<file path="config.mk">
export PLATFORM = sky130hd
export DESIGN_NAME = itcm_loader_flat
export DESIGN_NICKNAME = d
export VERILOG_FILES = /design/src/rtl/itcm_loader_pkg.sv /design/src/rtl/itcm_loader_if.sv /design/src/rtl/byte_packer.sv /design/src/rtl/itcm_loader.sv /design/src/flat_wrapper.sv
export SDC_FILE = /design/constraint.sdc
export NUM_CORES = 1
export LEC_CHECK = 0
export CORE_MARGIN = 8
export CORE_UTILIZATION = 45
export CTS_CLUSTER_DIAMETER = 120
export DETAILED_ROUTE_END_ITERATION = 7
export PLACE_DENSITY_LB_ADDON = 0.05
export SYNTH_ARGS = -nofsm -noshare
export SYNTH_HDL_FRONTEND = slang
export SYNTH_SLANG_ARGS = --single-unit
</file>
<file path="constraint.sdc">
create_clock -name clk -period 2.9 [get_ports clk]
set_input_delay 0.29 -clock clk [delete_from_list [all_inputs] [get_ports clk]]
set_output_delay 0.29 -clock clk [all_outputs]
set_load 0.01 [all_outputs]
</file>
<file path="src/rtl/itcm_loader_pkg.sv">
// itcm_loader_pkg: shared types and constants for the ITCM image loader.
//   state_e   - loader FSM state encoding (3-bit)
//   MAGIC_DEF - default start-of-image marker byte
//   LEN_W     - width of the image word-count field
// Optional feature macro: ITCM_LOADER_CSUM_EN (adds the CSUM state).
package itcm_loader_pkg;

  localparam logic [7:0]  MAGIC_DEF = 8'hA5;
  localparam int unsigned LEN_W     = 16;

  typedef enum logic [2:0] {
    ST_IDLE = 3'd0,
    ST_LEN0 = 3'd1,
    ST_LEN1 = 3'd2,
    ST_DATA = 3'd3,
`ifdef ITCM_LOADER_CSUM_EN
    ST_CSUM = 3'd4,
`endif
    ST_DONE = 3'd5,
    ST_ERR  = 3'd6
  } state_e;

endpackage

</file>
<file path="src/rtl/itcm_loader_if.sv">
// itcm_loader_if: byte link (rx_v/rx_data/rx_rdy) plus ITCM write port
// (we/waddr/wdata) seen by the loader.
//   master - host/test side: drives the byte link, observes the write port
//   slave  - loader side: consumes the byte link, drives the write port
interface itcm_loader_if #(
  parameter int unsigned ADDR_W = 12
);
  logic              rx_v;
  logic [7:0]        rx_data;
  logic              rx_rdy;
  logic              we;
  logic [ADDR_W-1:0] waddr;
  logic [31:0]       wdata;

  modport master (output rx_v, rx_data, input rx_rdy, we, waddr, wdata);
  modport slave  (input rx_v, rx_data, output rx_rdy, we, waddr, wdata);
endinterface

</file>
<file path="src/rtl/byte_packer.sv">
// byte_packer: assembles little-endian 32-bit words from a byte stream.
//   clk, rst_n   - clock, async active-low reset
//   in_v_i       - byte accepted this cycle
//   in_data_i    - byte payload
//   clr_i        - restart at byte 0 (priority over in_v_i)
//   word_c_o     - assembled word, valid while word_v_c_o is high
//   word_v_c_o   - high in the cycle the 4th byte of a word is presented
module byte_packer (
  input  logic        clk,
  input  logic        rst_n,
  input  logic        in_v_i,
  input  logic [7:0]  in_data_i,
  input  logic        clr_i,
  output logic [31:0] word_c_o,
  output logic        word_v_c_o
);

  logic [1:0]  idx_q;
  logic [23:0] shift_q;

  // Bytes 0..2 are stored; byte 3 completes the word straight from the input.
  always_ff @(posedge clk or negedge rst_n) begin
    if (!rst_n) begin
      idx_q   <= 2'd0;
      shift_q <= 24'd0;
    end else if (clr_i) begin
      idx_q   <= 2'd0;
      shift_q <= 24'd0;
    end else if (in_v_i) begin
      case (idx_q)
        2'd0:    shift_q[7:0]   <= in_data_i;
        2'd1:    shift_q[15:8]  <= in_data_i;
        2'd2:    shift_q[23:16] <= in_data_i;
        default: shift_q        <= shift_q;
      endcase
      idx_q <= idx_q + 2'd1;
    end
  end

  assign word_c_o   = {in_data_i, shift_q};
  assign word_v_c_o = in_v_i && (idx_q == 2'd3);

endmodule

</file>
<file path="src/rtl/itcm_loader.sv">
// itcm_loader: receives an image over a byte link and writes it into the
// ITCM, holding the CPU core in reset until the image is complete.
// Image: MAGIC, LEN_LO, LEN_HI, then LEN*4 payload bytes (words LSB first).
//   clk, reset   - clock, async active-low reset
//   bus (slave)  - byte link in, ITCM write port out
//   cpu_hold     - keep core in reset while 1
//   done         - image loaded successfully
//   err          - sticky protocol error (cleared only by reset)
// Optional feature macro: ITCM_LOADER_CSUM_EN (trailing 8-bit sum byte).
module itcm_loader
  import itcm_loader_pkg::*;
#(
  parameter int unsigned ADDR_W = 12,
  parameter logic [7:0]  MAGIC  = MAGIC_DEF
) (
  input  logic        clk,
  input  logic        reset,
  itcm_loader_if.slave bus,
  output logic        cpu_hold,
  output logic        done,
  output logic        err
);

  localparam int unsigned CAP = 32'(1) << ADDR_W;

  state_e            state_q, state_d;
  logic [7:0]        len_lo_q, len_lo_d;
  logic [LEN_W-1:0]  rem_q, rem_d;
  logic [ADDR_W-1:0] wcnt_q, wcnt_d;
  logic              rx_rdy_q, rx_rdy_d;
  logic              we_q, we_d;
  logic [ADDR_W-1:0] waddr_q, waddr_d;
  logic [31:0]       wdata_q, wdata_d;
  logic              cpu_hold_q, cpu_hold_d;
  logic              done_q, done_d;
  logic              err_q, err_d;
`ifdef ITCM_LOADER_CSUM_EN
  logic [7:0]        sum_q, sum_d;
`else
  logic              last_q, last_d;
`endif

  logic              acc_c;
  logic [LEN_W-1:0]  len_c;
  logic              pk_v_c, pk_clr_c;
  logic [31:0]       pk_word_c;
  logic              pk_word_v_c;

  assign acc_c = bus.rx_v && rx_rdy_q;
  assign len_c = {bus.rx_data, len_lo_q};

  byte_packer u_packer (
    .clk        (clk),
    .rst_n      (reset),
    .in_v_i     (pk_v_c),
    .in_data_i  (bus.rx_data),
    .clr_i      (pk_clr_c),
    .word_c_o   (pk_word_c),
    .word_v_c_o (pk_word_v_c)
  );

  // State and registered outputs.
  always_ff @(posedge clk or negedge reset) begin
    if (!reset) begin
      state_q    <= ST_IDLE;
      len_lo_q   <= 8'd0;
      rem_q      <= '0;
      wcnt_q     <= '0;
      rx_rdy_q   <= 1'b0;
      we_q       <= 1'b0;
      waddr_q    <= '0;
      wdata_q    <= 32'd0;
      cpu_hold_q <= 1'b1;
      done_q     <= 1'b0;
      err_q      <= 1'b0;
`ifdef ITCM_LOADER_CSUM_EN
      sum_q      <= 8'd0;
`else
      last_q     <= 1'b0;
`endif
    end else begin
      state_q    <= state_d;
      len_lo_q   <= len_lo_d;
      rem_q      <= rem_d;
      wcnt_q     <= wcnt_d;
      rx_rdy_q   <= rx_rdy_d;
      we_q       <= we_d;
      waddr_q    <= waddr_d;
      wdata_q    <= wdata_d;
      cpu_hold_q <= cpu_hold_d;
      done_q     <= done_d;
      err_q      <= err_d;
`ifdef ITCM_LOADER_CSUM_EN
      sum_q      <= sum_d;
`else
      last_q     <= last_d;
`endif
    end
  end

  // Next state, datapath updates and next output values.
  always_comb begin
    state_d  = state_q;
    len_lo_d = len_lo_q;
    rem_d    = rem_q;
    wcnt_d   = wcnt_q;
    we_d     = 1'b0;
    waddr_d  = waddr_q;
    wdata_d  = wdata_q;
    pk_v_c   = 1'b0;
    pk_clr_c = 1'b0;
`ifdef ITCM_LOADER_CSUM_EN
    sum_d    = sum_q;
`else
    last_d   = 1'b0;
`endif

    case (state_q)
      ST_IDLE: begin
        if (acc_c && bus.rx_data == MAGIC) begin
          state_d = ST_LEN0;
`ifdef ITCM_LOADER_CSUM_EN
          sum_d   = 8'd0;
`endif
        end
      end
      ST_LEN0: begin
        if (acc_c) begin
          len_lo_d = bus.rx_data;
          state_d  = ST_LEN1;
`ifdef ITCM_LOADER_CSUM_EN
          sum_d    = sum_q + bus.rx_data;
`endif
        end
      end
      ST_LEN1: begin
        if (acc_c) begin
          pk_clr_c = 1'b1;
          wcnt_d   = '0;
          rem_d    = len_c;
`ifdef ITCM_LOADER_CSUM_EN
          sum_d    = sum_q + bus.rx_data;
`endif
          if (len_c == '0) begin
`ifdef ITCM_LOADER_CSUM_EN
            state_d = ST_CSUM;
`else
            state_d = ST_DONE;
`endif
          end else if (32'(len_c) > CAP) begin
            state_d = ST_ERR;
          end else begin
            state_d = ST_DATA;
          end
        end
      end
      ST_DATA: begin
`ifndef ITCM_LOADER_CSUM_EN
        // Leave one cycle after the final write strobe; a byte offered in
        // that cycle belongs to no image and is dropped.
        if (we_q && last_q) begin
          state_d = ST_DONE;
        end else
`endif
        begin
          pk_v_c = acc_c;
`ifdef ITCM_LOADER_CSUM_EN
          if (acc_c) sum_d = sum_q + bus.rx_data;
`endif
          if (pk_word_v_c) begin
            we_d    = 1'b1;
            waddr_d = wcnt_q;
            wdata_d = pk_word_c;
            wcnt_d  = wcnt_q + ADDR_W'(1);
            rem_d   = rem_q - LEN_W'(1);
            if (rem_q == LEN_W'(1)) begin
`ifdef ITCM_LOADER_CSUM_EN
              // Checksum byte may follow immediately, so switch now.
              state_d = ST_CSUM;
`else
              last_d  = 1'b1;
`endif
            end
          end
        end
      end
`ifdef ITCM_LOADER_CSUM_EN
      ST_CSUM: begin
        if (acc_c) begin
          state_d = (bus.rx_data == sum_q) ? ST_DONE : ST_ERR;
        end
      end
`endif
      ST_DONE: begin
        if (acc_c && bus.rx_data == MAGIC) begin
          state_d = ST_LEN0;
`ifdef ITCM_LOADER_CSUM_EN
          sum_d   = 8'd0;
`endif
        end
      end
      ST_ERR: begin
        state_d = ST_ERR;
      end
      default: begin
        state_d = ST_IDLE;
      end
    endcase

    rx_rdy_d   = (state_d != ST_ERR);
    cpu_hold_d = (state_d != ST_DONE);
    done_d     = (state_d == ST_DONE);
    err_d      = (state_d == ST_ERR);
  end

  assign bus.rx_rdy = rx_rdy_q;
  assign bus.we     = we_q;
  assign bus.waddr  = waddr_q;
  assign bus.wdata  = wdata_q;
  assign cpu_hold   = cpu_hold_q;
  assign done       = done_q;
  assign err        = err_q;

endmodule

</file>
<file path="src/flat_wrapper.sv">
// flat-port wrapper written by rule: the top's interface ports become plain ports
module itcm_loader_flat import itcm_loader_pkg::*;
#(
  parameter int unsigned ADDR_W = 12,
  parameter logic [7:0]  MAGIC  = MAGIC_DEF
)
  (clk, reset, cpu_hold, done, err, bus_rx_v, bus_rx_data, bus_rx_rdy, bus_we, bus_waddr, bus_wdata);
  itcm_loader_if #(.ADDR_W(ADDR_W)) bus_i ();
  input  logic clk;
  input  logic reset;
  output logic cpu_hold;
  output logic done;
  output logic err;
  input wire logic [$bits(bus_i.rx_v)-1:0] bus_rx_v;
  input wire logic [$bits(bus_i.rx_data)-1:0] bus_rx_data;
  output wire logic [$bits(bus_i.rx_rdy)-1:0] bus_rx_rdy;
  output wire logic [$bits(bus_i.we)-1:0] bus_we;
  output wire logic [$bits(bus_i.waddr)-1:0] bus_waddr;
  output wire logic [$bits(bus_i.wdata)-1:0] bus_wdata;
  assign bus_i.rx_v = bus_rx_v;
  assign bus_i.rx_data = bus_rx_data;
  assign bus_rx_rdy = bus_i.rx_rdy;
  assign bus_we = bus_i.we;
  assign bus_waddr = bus_i.waddr;
  assign bus_wdata = bus_i.wdata;
  itcm_loader #(.ADDR_W(ADDR_W), .MAGIC(MAGIC)) u_core (.clk(clk), .reset(reset), .bus(bus_i), .cpu_hold(cpu_hold), .done(done), .err(err));
endmodule
</file>
After elaboration in Yosys (flattened, before gate mapping)
Cells that the tools add are included.
{ "classes": {"n_eq_ne": 17, "bitwise": 1, "n_reduce_logical": 19, "mux": 33, "n_addsub": 3, "magnitude_cmp": 1} }
{ "ops": {"columns": ["operator", "n"], "rows": [
  ["$mux 16", 3],
  ["$mux 24", 2],
  ["$mux 12", 3],
  ["$pmux 16 s2", 1],
  ["$mux 8", 3],
  ["$pmux 12 s2", 1],
  ["$mux 3", 6],
  ["$eq 16x1->1 const B", 1],
  ["$gt 16x13->1 const B", 1],
  ["$logic_not 16->1", 1],
  ["$sub 16x1->16 const B", 1],
  ["$pmux 3 s5", 1],
  ["$add 12x1->12 const B", 1],
  ["$eq 3x3->1 const B", 4],
  ["$mux 1", 11],
  ["$reduce_bool 2->1", 5],
  ["$eq 8x8->1 const B", 1],
  ["$reduce_and 2->1", 4],
  ["$eq 3x2->1 const B", 2],
  ["$ne 3x3->1 const B", 2],
  ["$eq 2x2->1 const B", 2],
  ["$logic_and 1x1->1", 4],
  ["$mux 2", 2],
  ["$ne 2x1->1 const B", 2],
  ["10 further kinds", 10]
]} }
{ "totals": {"output_inout_bits": 49, "elab_cells": 90, "ff_bits": 115, "input_bits": 11} }

Longest topological paths before layout
Gate-level depths: netlist of run 1.
{ "depth": {"word_depth": 7, "depth_mapped": 7, "ltp_nobuf": 6} }

By module
Synthesis of run 1 repeated with hierarchy kept, for this count alone.
{ "unflattened": {"hier_cells": 533, "area_unflattened_um2": 5298.8} }
{ "by_module_without_submodules": {"columns": ["module", "area_each_um2", "seq_area_each_um2", "instances", "cells_per_inst"], "rows": [
  ["itcm_loader", 3996.3, 2228.4, 1, 423],
  ["byte_packer", 1302.5, 650.6, 1, 110]
]} }

Worst setup path before layout of run 1
Ideal clock, no wire load.
{ "synth_path": {"path_kind": "reg-to-reg", "start": "register u_core.u_packer.idx_q[1]", "end": "register u_core.wcnt_q[11]", "path_slack_ps": 1011, "setup_ps": 78, "required_time_ps": 2822, "stages_incl_launch_ff": 6, "arrival_time_ps": 1811, "path_buffers": 0, "synth_period_minus_slack_ps": 1889, "path_cell_list": "dfrtp_1 -> ha_1 -> a21bo_1 -> a2111o_1 -> or4_1 -> a21oi_1"} }
{ "synth_between": {"elab_chain_cells": 4} }
{ "synth_lines": {"columns": ["element", "line_no", "source"], "rows": [
  ["start: declaration", "byte_packer.sv:18", "logic [1:0] idx_q;"],
  ["start signal: assignment", "byte_packer.sv:36", "idx_q <= idx_q + 2'd1;"],
  ["$eq 2x2->1", "byte_packer.sv:41", "assign word_v_c_o = in_v_i && (idx_q == 2'd3);"],
  ["$logic_and 1x1->1", "byte_packer.sv:41", null],
  ["$ne 2x1->1 (no line)", null, null],
  ["$reduce_and 4->1 (no line)", null, null],
  ["end signal: assignment", "itcm_loader.sv:85", "wcnt_q <= wcnt_d;"],
  ["end: declaration", "itcm_loader.sv:29", "logic [ADDR_W-1:0] wcnt_q, wcnt_d;"]
]} }
Every way passes these cells.
A chain may end at the register's enable or synchronous reset.

Worst setup path in the final report of run 1
{ "layout_path": {"start": "register u_core.state_q[0]", "end": "register u_core.rem_q[7]"} }
{ "layout_between": {"elab_chain_cells": 5, "elab_cells_between_ends": 10, "classes_between": "5 x eq/ne; 2 x mux; 3 x reduce/logical"} }
{ "layout_lines": {"columns": ["element", "line_no", "source"], "rows": [
  ["start: declaration", "itcm_loader.sv:26", "state_e state_q, state_d;"],
  ["start signal: assignment", "itcm_loader.sv:82", "state_q <= state_d;"],
  ["$eq 3x2->1", "itcm_loader.sv:118", "case (state_q)"],
  ["$mux 1", "itcm_loader.sv:118", null],
  ["$logic_and 1x1->1", "byte_packer.sv:41", null],
  ["$ne 2x1->1 (no line)", null, null],
  ["$reduce_and 4->1 (no line)", null, null],
  ["end signal: assignment", "itcm_loader.sv:84", "rem_q <= rem_d;"],
  ["end: declaration", "itcm_loader.sv:28", "logic [LEN_W-1:0] rem_q, rem_d;"]
]} }
Parallel ways exist; a longest one is shown, timed or not.

==> reports/metrics.csv, run 1 <==
stage;metric;value;unit
outcome;status;finished clean;
routing;drc_errors;0;
sta;max_freq;0.4797;GHz
layout;syn2layout_area_growth;27.53;%
layout;final_cells;762;
sta;slew_headroom;47.85;%
place;port_buffers;59;
grt;use_met2;29.18;%
yosys;async_flop_share;100.0;%
yosys;synthTopCellsByCount;nand2_1, dfrtp_1, nor2_1, mux2i_1, a21oi_1;
hold_path;min_path_type;input pin to asynchronous set/reset pin;
sta;fin_skew;0.007369;ns
yosys;yosysMostFrequentCell;nand2_1;
floorplan;dieArea;0.01531;mm2
power_and_ir_drop;seqPwrFrac;39.6;%
routing;drt-total-wl;13260;um
worst_setup_path;cp.arrival;2.39;ns
routing;drtIter0Drc;223;
yosys;syn_inst;536;
layout;n_antenna_cell;0;
grt;grtUsageMet3;4.669;%
routing;vias;4173;
yosys;ys_ff_latch;115;
worst_setup_path;crit_slowest_cell;dfrtp_1;
floorplan;io_pins;60;
yosys;syn_nets;554;
sta;setup_slack;0.8155;ns
sta;maxSlewViolCount;0;
yosys;synth_cell_types;59;
layout;seq_area;0.002879;mm2
yosys;synth_top_flop_cell;dfrtp_1;
power_and_ir_drop;share_clk_of_total_power;35.3;%
yosys;synth_edf_count;0;
layout;fillers;1007;
clock_tree;cts_made_buffers;17;
sta;finalHoldViolCount;0;
sta;rsz0062_at_grt;no;
place;placed_cells;729;
worst_setup_path;crit_family;buffers and inverters;
power_and_ir_drop;p_leak;3.244;nW
yosys;synth_top_area_share;54.64;%
grt;antenna_found_initial;0;
floorplan;die_x;123.7;um
yosys;synth_area;0.005221;mm2
place;gp_congestion;0.8512;
layout;drive_gt1_share;11.31;%
floorplan;core;0.01137;mm2
power_and_ir_drop;comb_power_share;25.1;%
floorplan;die_h;123.7;um
clock_tree;htree_levels;4;
power_and_ir_drop;peakVddDrop;544.9;uV
yosys;yosysWarnings;0;
layout;multi_input_area;0.002198;mm2
grt;grt_max_degree;56;
floorplan;rows;39;
flow_run;maxCapViolCount;0;
sta;min_period_over_period;71.88;%
worst_setup_path;cp_max_fo;24;
worst_setup_path;cp.required;3.20;ns
clock_tree;clockBufferDepth;2;
worst_setup_path;path_class;register to register;
grt;grt_pass1_wl;21630;um
yosys;synth_area_leaders;dfrtp_1, nand2_1, mux2i_1;
sta;tns;0;ns
floorplan;start_util;45.92;%
grt;use_met1;23.64;%
yosys;yosysSeqAreaShare;55.14;%
clock_tree;clock_latency;0.42;ns
clock_tree;cts.sinks;115;
place;dp_hpwl;9000;um
clock_tree;cts_root_buffer;clkbuf_16;
worst_setup_path;worst-path-buf-inv;2;
sta;worst_pin_slew;0.7762;ns
yosys;synth.avg_cell_area;9.741;um2
place;pre_cts_ws;0.6124;ns
worst_setup_path;path_cells;clkinv_1, o21ai_1, buf_4, a21oi_1, o22a_1;
power_and_ir_drop;power_density;916.9;mW/mm2
power_and_ir_drop;switchingPower;0.002004;W
grt;grt_pass1_vias;4124;
layout;fin_nets;624;
yosys;yosysTopAreaCell;dfrtp_1;
worst_setup_path;cpPeakStageDelay;0.62;ns
sta;setup_viol;0;
worst_setup_path;crit_path_start_kind;register;
routing;dr.pass1.iters;4;
grt;busiest_layer;met2;
sta;fin_crit;2.085;ns
grt;grtUsageTotal;18.44;%
clock_tree;cts_tree;yes;
routing;ant_nets;0;
routing;drt-vias-per-instance;5.476;
power_and_ir_drop;p_int;0.004101;W
clock_tree;post_cts_resized;0;
routing;wl_per_cell;17.40;um
power_and_ir_drop;swShare;32.82;%
worst_setup_path;end_kind;register;
clock_tree;clkSlewWorstSetupHoldPaths;0.05;ns
grt;overflow;0;
## flip-flops by register name (all words and copies together) (netlist names)
signal,flops
u_core.bus.wdata,32
u_core.u_packer.shift_q,24
u_core.rem_q,16
u_core.bus.waddr,12
u_core.wcnt_q,12
u_core.len_lo_q,8
u_core.state_q,3
u_core.u_packer.idx_q,2
u_core.bus.rx_rdy,1
u_core.bus.we,1
u_core.cpu_hold,1
u_core.done,1
u_core.err,1
u_core.last_q,1
## area by class of cell
| cell class | count | share of cell area (%) |
|---|---|---|
| multi-input cells | 383 | 33.01 |
| repair buffers | 78 | 11.20 |
| clock inverters | 14 | 2.649 |
| well taps | 143 | 2.687 |
| clock buffers | 18 | 6.595 |
| flip-flops and latches | 115 | 43.24 |
| inverters | 11 | 0.6201 |
## cells by family after synthesis
logic type / Yosys count / share of synthesized area, %
xor gates and xnor gates: 3 / 0.5033
and+or+nand+nor: 251 / 22.09
muxes: 33 / 6.518
adders and majority gates: 7 / 1.677
AOI/OAI and AO/OA: 89 / 11.17
DFF: 115 / 55.14
buffers and inverters: 38 / 2.899
## layer usage
metal / share of wire [%] / routed length (um) / up-vias
li1: - / - / 2004
met1: 45 / 5951 / 2062
met2: 48 / 6344 / 92
met3: 5.7 / 756 / 15
met4: 1.6 / 208 / 0
met5: 0 / 0 / -
## through the flow
step	area, um2	hold slack [ns]	power, W	util (%)
2_1_floorplan	5221	-0.005591	0.003371	-
3_3_place_gp	6033	0.3175	0.003917	53.06
3_5_place_dp	6033	0.3170	0.003968	53.06
4_1_cts	6659	0.4291	0.006152	58.57
5_1_grt	6659	0.4782	0.006439	58.57
6_report	6659	0.4167	0.006105	58.57
## layout by cell type, fill, tap and decap left out, drive strengths merged, types with 12 or more instances in the layout
| cell type | synthesis | final |
|---|---|---|
| dfrtp | 114 | 114 |
| clkdlybuf4s50 | 0 | 58 |
| mux2i | 25 | 25 |
| inv | 9 | 12 |
| clkbuf | 18 | 18 |
| nand3 | 12 | 12 |
| a21oi | 24 | 24 |
| o21ai | 20 | 20 |
| buf | 9 | 19 |
| nor2 | 40 | 40 |
| nand2 | 144 | 144 |
## power groups by stage
| stage | combinational, W | sequential [W] | clock, W |
|---|---|---|---|
| 4_1_cts | 0.00154 | 0.00241 | 0.00219 |
| 5_1_grt | 0.00171 | 0.00248 | 0.00225 |
| 2_1_floorplan | 0.00104 | 0.00233 | 0 |
| 3_3_place_gp | 0.00149 | 0.00242 | 0 |
| 3_5_place_dp | 0.00153 | 0.00244 | 0 |
| 6_report | 0.00153 | 0.00242 | 0.00215 |
## timing repair
action | CTS | global route
hold buffers | 1 | 0
setup buffers | 0 | 0
endpoints found under the hold margin | 38 | 0
## path summary, 6_finish.rpt
kind / start / to / slack [ns] / depth (start not counted)
setup / recovery: u_core.state_q[0] / u_core.rem_q[7] / 0.82 / 5
hold / removal: reset / u_core.bus.waddr[8] / 0.42 / 2
setup reg to reg: u_core.state_q[0] / u_core.rem_q[7] / 0.82 / 5
hold reg to reg: u_core.bus.wdata[6] / u_core.bus.wdata[6] / 0.47 / 2
max in group asynchronous: reset / u_core.u_packer.shift_q[17] / 1.79 / 3
min in group clk: u_core.bus.wdata[6] / u_core.bus.wdata[6] / 0.47 / 2
Power figures use the tool's default switching activity.
==> inputs of run 2 (changes only) <==
- clock period: 2.9 -> 1.9 ns (I/O delays scaled with it)
==> run 2 against run 1 <==
- non-clock buffer count increased by 33
- worst hold slack got worse by 0.23 ns
- first-iteration DRC count increased by 43%
- global-route usage increased by 0.71 points
- core utilization increased by 3.0 points
- routed wire length increased by 2.3%
- combinational power increased by 76%
- critical endpoint is now u_core.wcnt_q[11]
- final cell count increased by 4.2%
- largest power group unchanged
- maximum frequency increased by 14%
- critical path depth unchanged
- register-to-register slack got worse by 0.75 ns
==> reports/metrics.csv, run 2 (synthesis gave the netlist of run 1 again) <==
stage;metric;value;unit;change
outcome;status;finished clean;;
place;dp_hpwl;9492;um;+5.5%
grt;grt_pass1_wl;22710;um;+5.0%
worst_setup_path;cp.required;2.23;ns;-0.97 ns
place;gp_congestion;0.8217;;-3.5%
sta;setup_viol;0;;unchanged
clock_tree;clockBufferDepth;2;;unchanged
power_and_ir_drop;comb_power_share;28.1;%;+3.0 points
routing;drtIter0Drc;319;;+43%
layout;fillers;990;;-1.7%
place;pre_cts_ws;-0.1246;ns;-0.7369 ns
grt;grt_max_degree;67;;+20%
routing;drt-vias-per-instance;5.385;;-1.7%
sta;fin_skew;0.008162;ns;+0.0007926 ns
layout;fin_nets;657;;+5.3%
power_and_ir_drop;peakVddDrop;651.3;uV;+20%
worst_setup_path;path_class;register to register;;
routing;drt-total-wl;13570;um;+2.3%
layout;n_antenna_cell;0;;unchanged
routing;wl_per_cell;17.09;um;-1.8%
worst_setup_path;crit_path_start_kind;register;;
clock_tree;cts_made_buffers;17;;unchanged
layout;drive_gt1_share;16.28;%;+5.0 points
clock_tree;cts_root_buffer;clkbuf_16;;
clock_tree;cts.sinks;115;;unchanged
layout;utilization;61.60;%;+3.0 points
sta;tns;0;ns;unchanged
grt;antenna_found_initial;0;;unchanged
clock_tree;clkSlewWorstSetupHoldPaths;0.05;ns;about the same
floorplan;io_pins;60;;unchanged
sta;min_period_over_period;96.38;%;+25 points
sta;fin_crit;1.831;ns;-0.2533 ns
power_and_ir_drop;seqPwrFrac;37.8;%;-1.8 points
sta;slew_headroom;67.98;%;+20 points
layout;largest_reg_flops;32;;unchanged
floorplan;die_h;123.7;um;unchanged
clock_tree;htree_levels;4;;unchanged
worst_setup_path;path_cells;ha_2, a21bo_1, a2111o_1, or4_1, a21oi_2;;
worst_setup_path;worstRegToRegCells;5;;unchanged
worst_setup_path;cp_max_fo;5;;-79%
worst_setup_path;end_kind;register;;
clock_tree;clock_latency;0.41;ns;about the same
sta;setup_slack;0.06874;ns;-0.7467 ns
power_and_ir_drop;p_int;0.006576;W;+60%
grt;overflow;0;;unchanged
clock_tree;cts_tree;yes;;
routing;ant_nets;0;;unchanged
floorplan;core;0.01137;mm2;unchanged
floorplan;start_util;45.92;%;unchanged
worst_setup_path;worst-path-buf-inv;0;;-2
flow_run;maxCapViolCount;0;;unchanged
layout;syn2layout_area_growth;34.15;%;
routing;dr.pass1.iters;4;;unchanged
layout;final_cell_mix;nand2_1, dfrtp_1, clkdlybuf4s50_1, buf_4, nor2_1;;
sta;max_freq;0.5461;GHz;+14%
worst_setup_path;crit_family;compound AO/OA/AOI/OAI gates;;
routing;vias;4276;;+2.5%
worst_setup_path;path_depth;5;;unchanged
floorplan;dieArea;0.01531;mm2;unchanged
routing;drc_errors;0;;unchanged
power_and_ir_drop;swShare;31.61;%;-1.2 points
power_and_ir_drop;power_density;1373;mW/mm2;+50%
worst_setup_path;crit_slowest_cell;or4_1;;
floorplan;die_x;123.7;um;unchanged
power_and_ir_drop;share_clk_of_total_power;34.1;%;-1.2 points
hold_path;min_path_type;input pin to asynchronous set/reset pin;;
floorplan;rows;39;;unchanged
place;port_buffers;59;;unchanged
grt;grtUsageTotal;19.15;%;+0.71 points
power_and_ir_drop;switchingPower;0.003040;W;+52%
sta;finalHoldViolCount;0;;unchanged
sta;worst_pin_slew;0.4759;ns;-0.3003 ns
grt;grt_pass1_vias;4304;;+4.4%
power_and_ir_drop;p_leak;3.430;nW;+5.7%
sta;maxSlewViolCount;0;;unchanged
worst_setup_path;cpPeakStageDelay;0.44;ns;-0.18 ns
layout;layout_commonest_cell;nand2_1;;
worst_setup_path;cp.arrival;2.16;ns;-0.23 ns
-- run 2: cell types whose count changed in the layout (fill, tap and decap cells not counted), moves of 2 or more --
cell,before,now
a21oi_1,24,21
a21oi_2,0,3
buf_12,1,7
buf_4,18,44
clkbuf_8,1,4
clkinv_4,4,0
inv_6,3,0
or3_2,2,0
or3_4,0,2
-- run 2: metal layers --
metal	vias to the layer above	GRT usage, %	wire (um)
met4	0	7.148	172
met1	2109	25.38	6246
met2	77	29.71	6506
li1	2075	-	-
met3	15	4.850	645
met5	-	0	0
-- run 2: final cells by class --
cell class                      count  area (um2)  share of cell area [%]
Multi-Input combinational cell    383        2221                   31.71
Inverter                           11       41.29                  0.5895
Tap cell                          143       178.9                   2.554
Sequential cell                   115        2879                   41.10
Clock inverter                      9       127.6                   1.822
Clock buffer                       22       484.2                   6.913
Timing Repair Buffer              111        1072                   15.31
-- run 2: power by group through the flow --
stage | Combinational (W) | Sequential [W] | Clock, W
2_1_floorplan | 0.00159 | 0.00355 | 0
3_3_place_gp | 0.00263 | 0.00365 | 0
3_5_place_dp | 0.00268 | 0.00366 | 0
4_1_cts | 0.00270 | 0.00363 | 0.00333
5_1_grt | 0.00299 | 0.00373 | 0.00345
6_report | 0.00270 | 0.00364 | 0.00328
-- run 2: worst paths after layout --
check                                           start                  end  slack [ns]
max                          u_core.u_packer.idx_q[0]    u_core.wcnt_q[11]        0.07
min                                             reset  u_core.bus.waddr[5]        0.18
max reg2reg                  u_core.u_packer.idx_q[0]    u_core.wcnt_q[11]        0.07
min reg2reg                u_core.u_packer.shift_q[7]  u_core.bus.wdata[7]        0.47
max in group asynchronous                       reset      u_core.rem_q[7]        1.00
min in group clk           u_core.u_packer.shift_q[7]  u_core.bus.wdata[7]        0.47
-- run 2: per-stage QoR --
stage	cells	area, um2	total power, W	hold WS [ns]
final	794	7004	0.009616	0.1827
after global routing	794	7004	0.01017	0.1944
after CTS	794	6980	0.009661	0.1692
after detailed placement	761	6349	0.006345	0.06525
after global placement	761	6349	0.006275	0.06375
after floorplan	536	5221	0.005145	-0.1056
-- run 2: what timing repair did --
item                                    CTS  global route
hold buffers                              1             0
gates cloned                              0             0
buffers inserted                          1             0
endpoints found under the setup margin    3            14
pin swaps                                 3             0
gates resized for setup                   1             7
hold endpoints to repair                 80             0
==> inputs of run 3 (changes only) <==
- CORE_MARGIN: 8 -> 2
- GPL_TIMING_DRIVEN: default -> 0
==> run 3 against run 2 <==
- the flow now finishes with violations (negative setup slack)
- core utilization down 1.8 points
- register-to-register slack worse by 0.096 ns
- critical endpoint unchanged
- count of clock-buffer cells in the layout up 1
- worst setup slack worse by 0.096 ns
- critical path depth unchanged
- clock skew down 0.0025 ns
- worst hold slack better by 0.029 ns
- sequential share of layout area up 1.3 points
- first-iteration DRC count down 8.8%
- maximum frequency down 5.0%
- total power down 1.1%
==> reports/metrics.csv, run 3 (synthesis gave the netlist of run 1 again) <==
stage;metric;value;unit;change
layout;fillers;1032;;+4.2%
routing;ant_nets;0;;unchanged
place;placed_cells;737;;-3.2%
floorplan;dieArea;0.01248;mm2;-18%
sta;setup_slack;-0.02687;ns;-0.09561 ns
place;port_buffers;57;;-3.4%
layout;largest_reg_flops;32;;unchanged
power_and_ir_drop;peakVddDrop;689.5;uV;+5.9%
grt;grt_pass1_vias;4202;;-2.4%
sta;slew_headroom;57.76;%;-10 points
sta;min_period_over_period;101.4;%;+5.0 points
power_and_ir_drop;power_density;1400;mW/mm2;+2.0%
grt;grt_max_degree;86;;+28%
layout;n_antenna_cell;0;;unchanged
place;dp_hpwl;9009;um;-5.1%
worst_setup_path;cp_max_fo;6;;+1
worst_setup_path;crit_path_start_kind;register;;
floorplan;start_util;45.92;%;unchanged
floorplan;io_pins;60;;unchanged
outcome;violations;negative setup slack;;
layout;utilization;59.78;%;-1.8 points
worst_setup_path;crit_family;compound AO/OA/AOI/OAI gates;;
layout;syn2layout_area_growth;30.17;%;
sta;max_freq;0.5190;GHz;-5.0%
routing;drt-total-wl;13730;um;+1.1%
worst_setup_path;cpPeakStageDelay;0.51;ns;+0.07 ns
sta;maxSlewViolCount;0;;unchanged
worst_setup_path;cp.required;2.24;ns;about the same
floorplan;die_h;111.7;um;-9.7%
sta;fin_crit;1.927;ns;+0.09561 ns
floorplan;rows;39;;unchanged
worst_setup_path;worst-path-buf-inv;0;;unchanged
grt;use_met2;35.80;%;+6.1 points
sta;finalHoldViolCount;0;;unchanged
clock_tree;clockBufferDepth;2;;unchanged
routing;dr.pass1.iters;5;;+1
clock_tree;clkSlewWorstSetupHoldPaths;0.06;ns;about the same
routing;wl_per_cell;17.69;um;+3.5%
routing;drt-vias-per-instance;5.570;;+3.4%
power_and_ir_drop;p_total;0.009513;W;-1.1%
sta;rsz0062_at_grt;yes;;
place;gp_congestion;0.8709;;+6.0%
layout;multi_input_area;0.002301;mm2;+3.6%
grt;overflow;0;;unchanged
place;pre_cts_ws;-0.5635;ns;-0.4390 ns
grt;antenna_found_initial;0;;unchanged
clock_tree;cts_tree;yes;;
floorplan;die_x;111.7;um;-9.7%
routing;drc_errors;0;;unchanged
layout;final_cells;776;;-2.3%
worst_setup_path;end_kind;register;;
clock_tree;cts.sinks;115;;unchanged
sta;fin_skew;0.005631;ns;-0.002530 ns
sta;tns;-0.02687;ns;-0.02687 ns
sta;worst_pin_slew;0.6279;ns;+0.1520 ns
flow_run;maxCapViolCount;0;;unchanged
outcome;status;finished, violations left;;
layout;layout_commonest_cell;nand2_1;;
layout;drive_gt1_share;14.22;%;-2.1 points
worst_setup_path;path_class;register to register;;
clock_tree;htree_levels;4;;unchanged
grt;grtUsageTotal;22.95;%;+3.8 points
grt;busiest_layer;met2;;
sta;setup_viol;1;;+1
clock_tree;cts_made_buffers;17;;unchanged
worst_setup_path;crit_slowest_cell;a2111o_1;;
layout;fin_nets;638;;-2.9%
worst_setup_path;cp.arrival;2.27;ns;+0.11 ns
floorplan;core;0.01137;mm2;unchanged
grt;use_met1;31.58;%;+6.2 points
power_and_ir_drop;p_leak;3.309;nW;-3.5%
routing;drtIter0Drc;291;;-8.8%
layout;final_cell_mix;nand2_1, dfrtp_1, clkdlybuf4s50_1, nor2_1, mux2i_1;;
hold_path;min_path_type;input pin to register;;
clock_tree;clock_latency;0.41;ns;about the same
worst_setup_path;path_cells;ha_2, a21bo_4, a2111o_1, or4_1, a21oi_1;;
routing;vias;4322;;+1.1%
clock_tree;cts_root_buffer;clkbuf_16;;
grt;grtUsageMet3;5.226;%;+0.38 points
layout;seq_area;0.002879;mm2;unchanged
grt;grt_pass1_wl;22230;um;-2.1%
## run 3: cell types whose count changed in the layout (fill, tap and decap cells not counted), moves of 4 or more
cell | previous run | this run
clkbuf_1 | 1 | 10
buf_12 | 7 | 0
clkbuf_2 | 0 | 10
clkdlybuf4s50_1 | 58 | 54
buf_4 | 44 | 8
buf_2 | 0 | 6
## run 3: cell type report
class,instances,share of cell area (%)
Buffer,26,1.951
Clock buffer,23,6.885
Clock inverter,9,1.896
Inverter,11,0.6627
Multi-Input combinational cell,383,33.85
Sequential cell,115,42.36
Tap cell,143,2.633
Timing Repair Buffer,66,9.757
## run 3: metal layers
metal / wire [um] / up-vias
li1: - / 2040
met1: 6371 / 2153
met2: 6404 / 108
met3: 701 / 21
met4: 250 / 0
met5: 0 / -
## run 3: timing repair
action,CTS,global route
setup endpoints to repair,100,76
resized for setup,26,22
hold buffers,1,0
buffers inserted,6,1
pin swaps,6,2
hold endpoints to repair,30,0
## run 3: worst register-to-register path, cell delays in order (launching register included)
cell and delay, ns:
dfrtp_1 0.36, ha_2 0.18, a21bo_4 0.23, a2111o_1 0.51, or4_1 0.44, a21oi_1 0.13
## run 3: final timing paths
| kind | slack (ns) | cells past startpoint | endpoint | startpoint |
|---|---|---|---|---|
| min reg2reg | 0.47 | 2 | u_core.bus.wdata[18] | u_core.u_packer.shift_q[18] |
| min in group asynchronous | 0.23 | 2 | u_core.bus.waddr[8] | reset |
| max | -0.03 | 5 | u_core.wcnt_q[11] | u_core.u_packer.idx_q[0] |
| min | 0.21 | 3 | u_core.bus.wdata[26] | bus_rx_data[2] |
| max reg2reg | -0.03 | 5 | u_core.wcnt_q[11] | u_core.u_packer.idx_q[0] |
| max in group asynchronous | 0.97 | 3 | u_core.bus.wdata[14] | reset |
## run 3: metrics by stage
stage | area, um2 | hold slack [ns]
after global placement | 5971 | 0.4479
after global routing | 6797 | 0.2424
final | 6797 | 0.2114
after detailed placement | 6000 | 0.09600
after floorplan | 5221 | -0.1056
after CTS | 6715 | 0.2289
## run 3: power by group
part           switching (W)  total [W]  leakage (nW)  internal (W)
Sequential          0.000539    0.00363          1.53       0.00309
Combinational        0.00148    0.00264          1.49       0.00116
Clock                0.00112    0.00324         0.287       0.00212
